File: config.mk
export PLATFORM = sky130hd
export DESIGN_NAME = stream_loader
export DESIGN_NICKNAME = d
export VERILOG_FILES = /design/src/rtl/stream_loader_pkg.sv /design/src/rtl/stream_loader_rise.sv /design/src/rtl/stream_loader.sv
export SDC_FILE = /design/constraint.sdc
export NUM_CORES = 1
export LEC_CHECK = 0
export ABC_AREA = 1
export ABC_CLOCK_PERIOD_IN_PS = 1700
export BUFFER_PORTS_ARGS = -buffer_cell sky130_fd_sc_hd__buf_4
export CAP_MARGIN = 30
export CORE_MARGIN = 5
export CORE_UTILIZATION = 41
export CTS_CLUSTER_SIZE = 10
export DETAILED_ROUTE_END_ITERATION = 7
export SLEW_MARGIN = 20
export SYNTH_ARGS = -nofsm -noshare
export SYNTH_HDL_FRONTEND = slang
export SYNTH_SLANG_ARGS = --single-unit
File: constraint.sdc
create_clock -name clk -period 1.7 [get_ports clk]
set_clock_uncertainty 0.2 [all_clocks]
set_input_delay 0 -clock clk [delete_from_list [all_inputs] [get_ports clk]]
set_output_delay 0 -clock clk [all_outputs]
set_load 0.01 [all_outputs]
File: src/rtl/stream_loader_pkg.sv
// Shared definitions for the stream_loader front-end sequencer.
//   loader_state_t : sequencer FSM state encoding
//   IMG_BYTES      : default image bytes per frame (8x8x1)
//   WGT_BYTES      : default weight bytes per frame (3x3x3x2)
//   RES_W          : accelerator result width
package stream_loader_pkg;

  typedef enum logic [2:0] {
    ST_IDLE,
    ST_LOAD_DATA,
    ST_LOAD_WEIGHT,
    ST_START,
    ST_WAIT,
    ST_RESULT
  } loader_state_t;

  localparam int IMG_BYTES = 64;
  localparam int WGT_BYTES = 54;
  localparam int RES_W     = 8;

endpackage

File: src/rtl/stream_loader_rise.sv
// rise_detect: registers a level input and emits a one-cycle pulse on the
// cycle after a 0->1 transition is sampled.
//   clk   : clock
//   rst   : asynchronous active-high reset
//   level : input level (accelerator out_data_flag)
//   pulse : one-cycle rising-edge pulse, registered
module rise_detect (
  input  logic clk,
  input  logic rst,
  input  logic level,
  output logic pulse
);

  logic level_q;

  // NOTE: state is updated with non-blocking assignments so every register
  // samples the pre-edge values, independent of statement order.
  always_ff @(posedge clk or posedge rst) begin
    if (rst) begin
      level_q <= 1'b0;
      pulse   <= 1'b0;
    end else begin
      level_q <= level;
      pulse   <= level & ~level_q;
    end
  end

endmodule

File: src/rtl/stream_loader.sv
// stream_loader: accepts one inference frame (image bytes, then weight bytes)
// as a valid/ready byte stream, writes it into the accelerator RAMs, starts the
// accelerator, waits for its done flag and returns the result byte.
//   clk, rst                 : clock, asynchronous active-high reset
//   s_valid/s_data/s_ready   : input byte stream
//   mode/din/ram_en          : accelerator write port (mode 0 data, 1 weight)
//   calc_en                  : accelerator start pulse
//   acc_dout/acc_done        : accelerator result byte and done flag
//   res_valid/res_data/res_ready : result handshake
//   busy, frame_cnt, err     : status
// Optional: define STREAM_LOADER_TIMEOUT_EN to bound the WAIT state to
// TIMEOUT_CYCLES cycles; a timeout sets the sticky err flag and aborts the frame.
module stream_loader
  import stream_loader_pkg::*;
#(
  parameter int DATA_BYTES     = IMG_BYTES,
  parameter int WEIGHT_BYTES   = WGT_BYTES,
  parameter int TIMEOUT_CYCLES = 4096
) (
  input  logic             clk,
  input  logic             rst,
  input  logic             s_valid,
  input  logic [7:0]       s_data,
  output logic             s_ready,
  output logic             mode,
  output logic [7:0]       din,
  output logic             ram_en,
  output logic             calc_en,
  input  logic [RES_W-1:0] acc_dout,
  input  logic             acc_done,
  output logic             res_valid,
  output logic [RES_W-1:0] res_data,
  input  logic             res_ready,
  output logic             busy,
  output logic [7:0]       frame_cnt,
  output logic             err
);

  localparam int MAX_BYTES = (DATA_BYTES > WEIGHT_BYTES) ? DATA_BYTES : WEIGHT_BYTES;
  localparam int CNT_W     = (MAX_BYTES > 1) ? $clog2(MAX_BYTES) : 1;
  localparam logic [CNT_W-1:0] DATA_LAST = CNT_W'(DATA_BYTES - 1);
  localparam logic [CNT_W-1:0] WGT_LAST  = CNT_W'(WEIGHT_BYTES - 1);

  loader_state_t    state, state_next;
  logic [CNT_W-1:0] byte_cnt, cnt_next;
  logic             accept;
  logic             done_pulse;
  logic             timeout;

  rise_detect u_done_edge (
    .clk   (clk),
    .rst   (rst),
    .level (acc_done),
    .pulse (done_pulse)
  );

  always_ff @(posedge clk or posedge rst) begin
    if (rst) begin
      state    <= ST_IDLE;
      byte_cnt <= '0;
    end else begin
      state    <= state_next;
      byte_cnt <= cnt_next;
    end
  end

  // NOTE: every combinational output gets a default before the case so no
  // path leaves it unassigned, which would otherwise infer a latch.
  always_comb begin
    state_next = state;
    cnt_next   = byte_cnt;
    s_ready    = (state == ST_IDLE) || (state == ST_LOAD_DATA) ||
                 (state == ST_LOAD_WEIGHT);
    accept     = s_valid && s_ready;
    res_valid  = (state == ST_RESULT);
    busy       = (state != ST_IDLE);
    case (state)
      ST_IDLE: begin
        // The accept that leaves IDLE is data byte 0.
        if (accept) begin
          if (DATA_BYTES == 1) begin
            state_next = ST_LOAD_WEIGHT;
            cnt_next   = '0;
          end else begin
            state_next = ST_LOAD_DATA;
            cnt_next   = CNT_W'(1);
          end
        end
      end
      ST_LOAD_DATA: begin
        if (accept) begin
          if (byte_cnt == DATA_LAST) begin
            state_next = ST_LOAD_WEIGHT;
            cnt_next   = '0;
          end else begin
            cnt_next = byte_cnt + CNT_W'(1);
          end
        end
      end
      ST_LOAD_WEIGHT: begin
        if (accept) begin
          if (byte_cnt == WGT_LAST) begin
            state_next = ST_START;
            cnt_next   = '0;
          end else begin
            cnt_next = byte_cnt + CNT_W'(1);
          end
        end
      end
      ST_START: state_next = ST_WAIT;
      ST_WAIT: begin
        if (done_pulse) state_next = ST_RESULT;
        else if (timeout) state_next = ST_IDLE;
      end
      ST_RESULT: begin
        if (res_ready) state_next = ST_IDLE;
      end
      default: state_next = ST_IDLE;
    endcase
  end

  // Write port is registered: an accept at cycle t appears at t+1. mode keeps
  // the type of the last written byte between writes.
  always_ff @(posedge clk or posedge rst) begin
    if (rst) begin
      ram_en    <= 1'b0;
      din       <= '0;
      mode      <= 1'b0;
      calc_en   <= 1'b0;
      res_data  <= '0;
      frame_cnt <= '0;
    end else begin
      ram_en  <= accept;
      if (accept) begin
        din  <= s_data;
        mode <= (state == ST_LOAD_WEIGHT);
      end
      // START is exactly one cycle, so this lands on the first WAIT cycle.
      calc_en <= (state == ST_START);
      if (state == ST_WAIT && done_pulse) res_data <= acc_dout;
      if (state == ST_RESULT && res_ready) frame_cnt <= frame_cnt + 8'd1;
    end
  end

`ifdef STREAM_LOADER_TIMEOUT_EN
  localparam int TO_W = $clog2(TIMEOUT_CYCLES + 1);
  localparam logic [TO_W-1:0] TO_LAST = TO_W'(TIMEOUT_CYCLES - 1);

  logic [TO_W-1:0] wait_cnt;

  // wait_cnt is 0 in the first WAIT cycle, so TO_LAST marks the last allowed one.
  assign timeout = (state == ST_WAIT) && !done_pulse && (wait_cnt == TO_LAST);

  always_ff @(posedge clk or posedge rst) begin
    if (rst) begin
      wait_cnt <= '0;
      err      <= 1'b0;
    end else begin
      if (state == ST_START) wait_cnt <= '0;
      else if (state == ST_WAIT) wait_cnt <= wait_cnt + TO_W'(1);
      if (timeout) err <= 1'b1;
    end
  end
`else
  assign timeout = 1'b0;
  assign err     = 1'b0;
`endif

endmodule
## Word-level counts from Yosys, hierarchy flattened

Index checks and enable logic that the tools add are counted.

- Register bits after elaboration: 38
- Output and inout bits: 31

- Reduce and logical (&&, ||, !) cells: 10
- Mux-type cells: 14
- Bitwise operators: 2
- Add/sub/neg operators: 2
- Equal/unequal tests: 14

Operators by type and width:

| operator | number |
|---|---|
| two-way mux 6 bit | 5 |
| two-way mux 3 bit | 7 |
| case mux 3 bit (6 select lines) | 1 |
| case mux 6 bit (3 select lines) | 1 |
| == test 6 bit (second input constant) | 2 |
| adder 8 x 1 -> 8 bit (second input constant) | 1 |
| inequality test 2 bit (second input constant) | 4 |
| AND reduction 7 bit | 1 |
| adder 6 x 1 -> 6 bit (second input constant) | 1 |
| == test 3 x 2 -> 1 bit (second input constant) | 2 |
| == test 3 bit (second input constant) | 2 |
| inequality test 2 x 1 -> 1 bit (second input constant) | 3 |
| nonzero test 3 bit | 2 |
| AND reduction 4 bit | 1 |
| == test 3 x 1 -> 1 bit (second input constant) | 1 |
| logical AND 1 bit | 3 |
| logical NOT 3 bit | 1 |
| logical OR 1 bit | 2 |
| AND 1 bit | 1 |
| inverter 1 bit | 1 |

## Depth between registers and ports, before layout

- Word-level depth: 6
- Gate-level depth with buffers: 10
- Depth with buffers taken out: 10

## Hierarchy

From an unflattened synthesis, not the netlist that was laid out.

- Cells, all modules: 226
- Area total of the unflattened synthesis: 1889.3 sq um

Modules (own cells, without submodules):

| module | area each (sq um) | cells each | seq. area each (sq um) | instances |
|---|---|---|---|---|
| stream_loader | 1825.5 | 221 | 900.9 | 1 |
| rise_detect | 63.8 | 5 | 50.0 | 1 |

## Worst setup path before layout

Ideal clock, no wire load.

- Path type: flip-flop to flip-flop
- Start: reg state[2]
- End: reg state[0]
- Data arrival time: 1.102 ns
- Path slack: 0.275 ns
- Required time: 1.377 ns
- Stages on the path, launching flop included: 10
- Path buffers: 1
- Cells stage by stage: dfrtp_1 buf_4 inv_2 nand3_1 inv_1 nand2_1 nand2_2 inv_2 nand3_1 nand2_1

- Cells in the longest elaborated chain, start to end: 6
- Elaborated cells on any way between the ends: 18
- Those cells by class: 12 x eq/ne; 1 x mux; 5 x reduce/logical

Ends and longest elaborated chain:

| item | RTL line | RTL |
|---|---|---|
| start: declaration | stream_loader.sv:44 | `loader_state_t state, state_next;` |
| start signal: assignment | stream_loader.sv:62 | `state <= state_next;` |
| == test 3 x 1 -> 1 bit or logical NOT 3 bit (tied branches) | stream_loader.sv:72, stream_loader.sv:77 |  |
| logical OR 1 bit (2 in series) | stream_loader.sv:72 | `s_ready = (state == ST_IDLE) \|\| (state == ST_LOAD_DATA) \|\|` |
| logical AND 1 bit | stream_loader.sv:74 | `accept = s_valid && s_ready;` |
| inequality test 2 bit (no line) | - |  |
| AND reduction 7 bit (no line) | - |  |

Several ways; a longest one is shown, not always the timed one.
A chain may end at the register's enable or synchronous reset.

## Worst setup path in the final report

- Start: reg state[1]
- End: out s_ready

- Cells in the longest elaborated chain, start to end: 3
- Elaborated cells on any way between the ends: 5
- Those cells by class: 2 x eq/ne; 3 x reduce/logical

Ends and longest elaborated chain:

| item | RTL line | RTL |
|---|---|---|
| == test 3 x 1 -> 1 bit or logical NOT 3 bit (tied branches) | stream_loader.sv:72 |  |
| logical OR 1 bit | stream_loader.sv:72 |  |
| logical OR 1 bit * | stream_loader.sv:72 |  |
| end: declaration | stream_loader.sv:24 | `output logic s_ready,` |

Every way passes the cells marked *; elsewhere a longest branch is shown, timed or not.

==> impl_metrics.json <==
{
  "outcome": "finished clean",
  "clockBufferDepth": 2,
  "wire_per_inst_um": 11.36,
  "core_area_mm2": 0.004629,
  "placed_cell_area_mm2": 0.002362,
  "syn_inst": 223,
  "io_buffers": 50,
  "grt_start_max_net_pins": 39,
  "ant_nets": 0,
  "critPathArrivalTime_ns": 1.37,
  "ys_warn_count": 0,
  "stdcell_area_mm2": 0.002654,
  "hold_path.class": "input pin to flip-flop",
  "timing.final.ws_setup_ns": 0.1323,
  "p_leak_uw": 0.001430,
  "num_io_pins": 52,
  "grt-ovfl-total": 0,
  "layout.nets": 324,
  "antenna_found_initial": 0,
  "tns_ns": 0,
  "seq_area_frac_synth_pct": 49.45,
  "drt_wl_total_um": 4032,
  "dpl_worst_slack_ns": 0.1590,
  "hold_viol_final": 0,
  "critPathMaxFanout": 7,
  "postCtsSetupRepairBufs": 0,
  "worstPathCellList": "nand2_2, nand2_1, inv_1, buf_4",
  "die-area_mm2": 0.006160,
  "clock-sinks": 38,
  "grt_pass1_vias": 1646,
  "clk-insertion-delay-late_ns": 0.29,
  "cts_root_buffer": "clkbuf_8",
  "syn_area_per_cell_um2": 8.624,
  "clock.fmax_mhz": 637.9,
  "endpoint_kind": "output port",
  "cpLargestDelayFamily": "flip-flops",
  "min_period_ns": 1.568,
  "hpwl_um": 2959,
  "viasPerCell": 4.518,
  "num_rows": 25,
  "critical_path.max_stage_delay_ns": 0.56,
  "rsz0062_at_grt": "false",
  "crit_type": "flip-flop to output port",
  "clk_pin_slew_ns": 0.07,
  "power_density_mw_per_mm2": 1461,
  "die_y_um": 78.49,
  "power_uw": 3877,
  "syn-num-nets": 247,
  "cts_tree": "done",
  "crit_buf_inv": 2,
  "fin_crit_sh_pct": 92.22,
  "drt-pass1-iter-count": 5,
  "max_cap_violations": 0,
  "peakVddDrop_uv": 740.0,
  "place.gp.congestion": 0.7482,
  "drt_iter0_markers": 59,
  "numCtsBuffers": 5,
  "worstPathRequired_ns": 1.50,
  "grt_pass1_wl_um": 7134,
  "drv_slew": 0,
  "num_vias": 1604,
  "die_w_um": 78.49,
  "htreeDepth": 2,
  "synthDistinctLibCells": 28,
  "final-setup-viol-count": 0,
  "ctsHoldBuffers": 20,
  "crit_slowest_cell": "dfrtp_1",
  "track_usage_pct": 14.66,
  "initial_core_util_pct": 41.54,
  "netlist_area_mm2": 0.001923,
  "final_layout_size_suffix_gt1_share_pct": 29.57,
  "start_kind": "flip-flop",
  "cts_repair_resize_count": 0,
  "drc": 0,
  "synth-seq-cells": 38,
  "antenna_cells": 0,
  "area_delta_synth_final_pct": 38.00
}
[power by group]
group / internal, µW / switching, µW / total, µW
Clock: 327 / 299 / 626
Combinational: 814 / 931 / 1750
Sequential: 1230 / 278 / 1510
Total: 2370 / 1510 / 3880
[through the flow]
step / instances / util [%] / hold WS, ns
final: 355 / 57.32 / 0.1833
after global routing: 355 / 57.32 / 0.1869
after CTS: 355 / 57.32 / 0.1660
after detailed placement: 327 / 51.03 / -0.07422
after global placement: 327 / 51.03 / -0.08116
after floorplan: 223 / - / -0.1686
[registers in the layout (all words and copies together) (netlist names)]
| register | cells |
|---|---|
| state | 3 |
| u_done_edge.level_q | 1 |
| res_data | 8 |
| frame_cnt | 8 |
| u_done_edge.pulse | 1 |
| byte_cnt | 6 |
| mode | 1 |
| ram_en | 1 |
| din | 8 |
| calc_en | 1 |
[cell usage in the layout (no fill, tap or decap), drive strengths merged, types with 7 or more instances in the layout]
master and instances:
nand2 80, buf 54, dfrtp 38, inv 33, nand3 23, dlygate4sd3 20, nor2 12, mux2 8
o21ai 7, clkbuf 7
[synth_stat cells]
cell | count | area share (%)
nor2_8 | 1 | 1.0
buf_4 | 3 | 1.2
nand3_4 | 2 | 1.8
xor2_1 | 3 | 1.4
nand3_1 | 20 | 5.2
nor2_1 | 8 | 1.6
buf_6 | 1 | 0.59
mux2_2 | 8 | 4.7
nor2_2 | 1 | 0.33
nor3_1 | 2 | 0.52
a21oi_1 | 1 | 0.26
conb_1 | 1 | 0.19
xnor2_1 | 2 | 0.91
inv_1 | 27 | 5.3
nand3_2 | 1 | 0.52
nor2_4 | 2 | 1.2
nand3b_1 | 2 | 0.78
nand2_2 | 4 | 1.3
inv_2 | 6 | 1.2
o21ai_0 | 6 | 1.6
ha_1 | 3 | 2.0
nand4_1 | 2 | 0.65
o21ai_2 | 1 | 0.46
nand2_4 | 1 | 0.59
and2_1 | 1 | 0.33
nor3_2 | 1 | 0.52
dfrtp_1 | 38 | 49
nand2_1 | 75 | 15
[logic make-up after synthesis]
logic type,share of synthesized area [%]
flops,49.45
mux,4.685
fa+ha+maj,1.952
other cells,0.1950
compound gates,2.277
simple gates,30.97
xor+xnor,2.278
buf+inv,8.198
[final timing paths]
path	from	end	slack [ns]	cells after the start
max	state[1]	s_ready	0.13	4
min	acc_done	u_done_edge.level_q	0.18	2
max reg2reg	state[1]	state[0]	0.15	7
min reg2reg	u_done_edge.level_q	u_done_edge.pulse	0.19	1
max in group asynchronous	rst	byte_cnt[2]	0.77	4
min in group asynchronous	rst	res_data[5]	0.20	4
[routing by layer]
layer / up-vias / global-route usage, % / wire length, µm / part of all wire (%)
li1: 840 / - / - / -
met1: 726 / 17.57 / 1733 / 43
met2: 30 / 25.00 / 2041 / 51
met3: 8 / 3.899 / 188 / 4.7
met4: 0 / 5.769 / 69 / 1.7
met5: - / 0 / 0 / 0
[area by class of cell]
cell class	count	area, µm²
Clock buffer	7	86.33
Clock inverter	1	5.005
Fill cell	448	1976
Inverter	33	123.9
Multi-Input combinational cell	148	814.5
Sequential cell	38	950.9
Tap cell	54	67.56
Timing Repair Buffer	74	605.6
No activity file was read; power rests on OpenSTA's default activity.
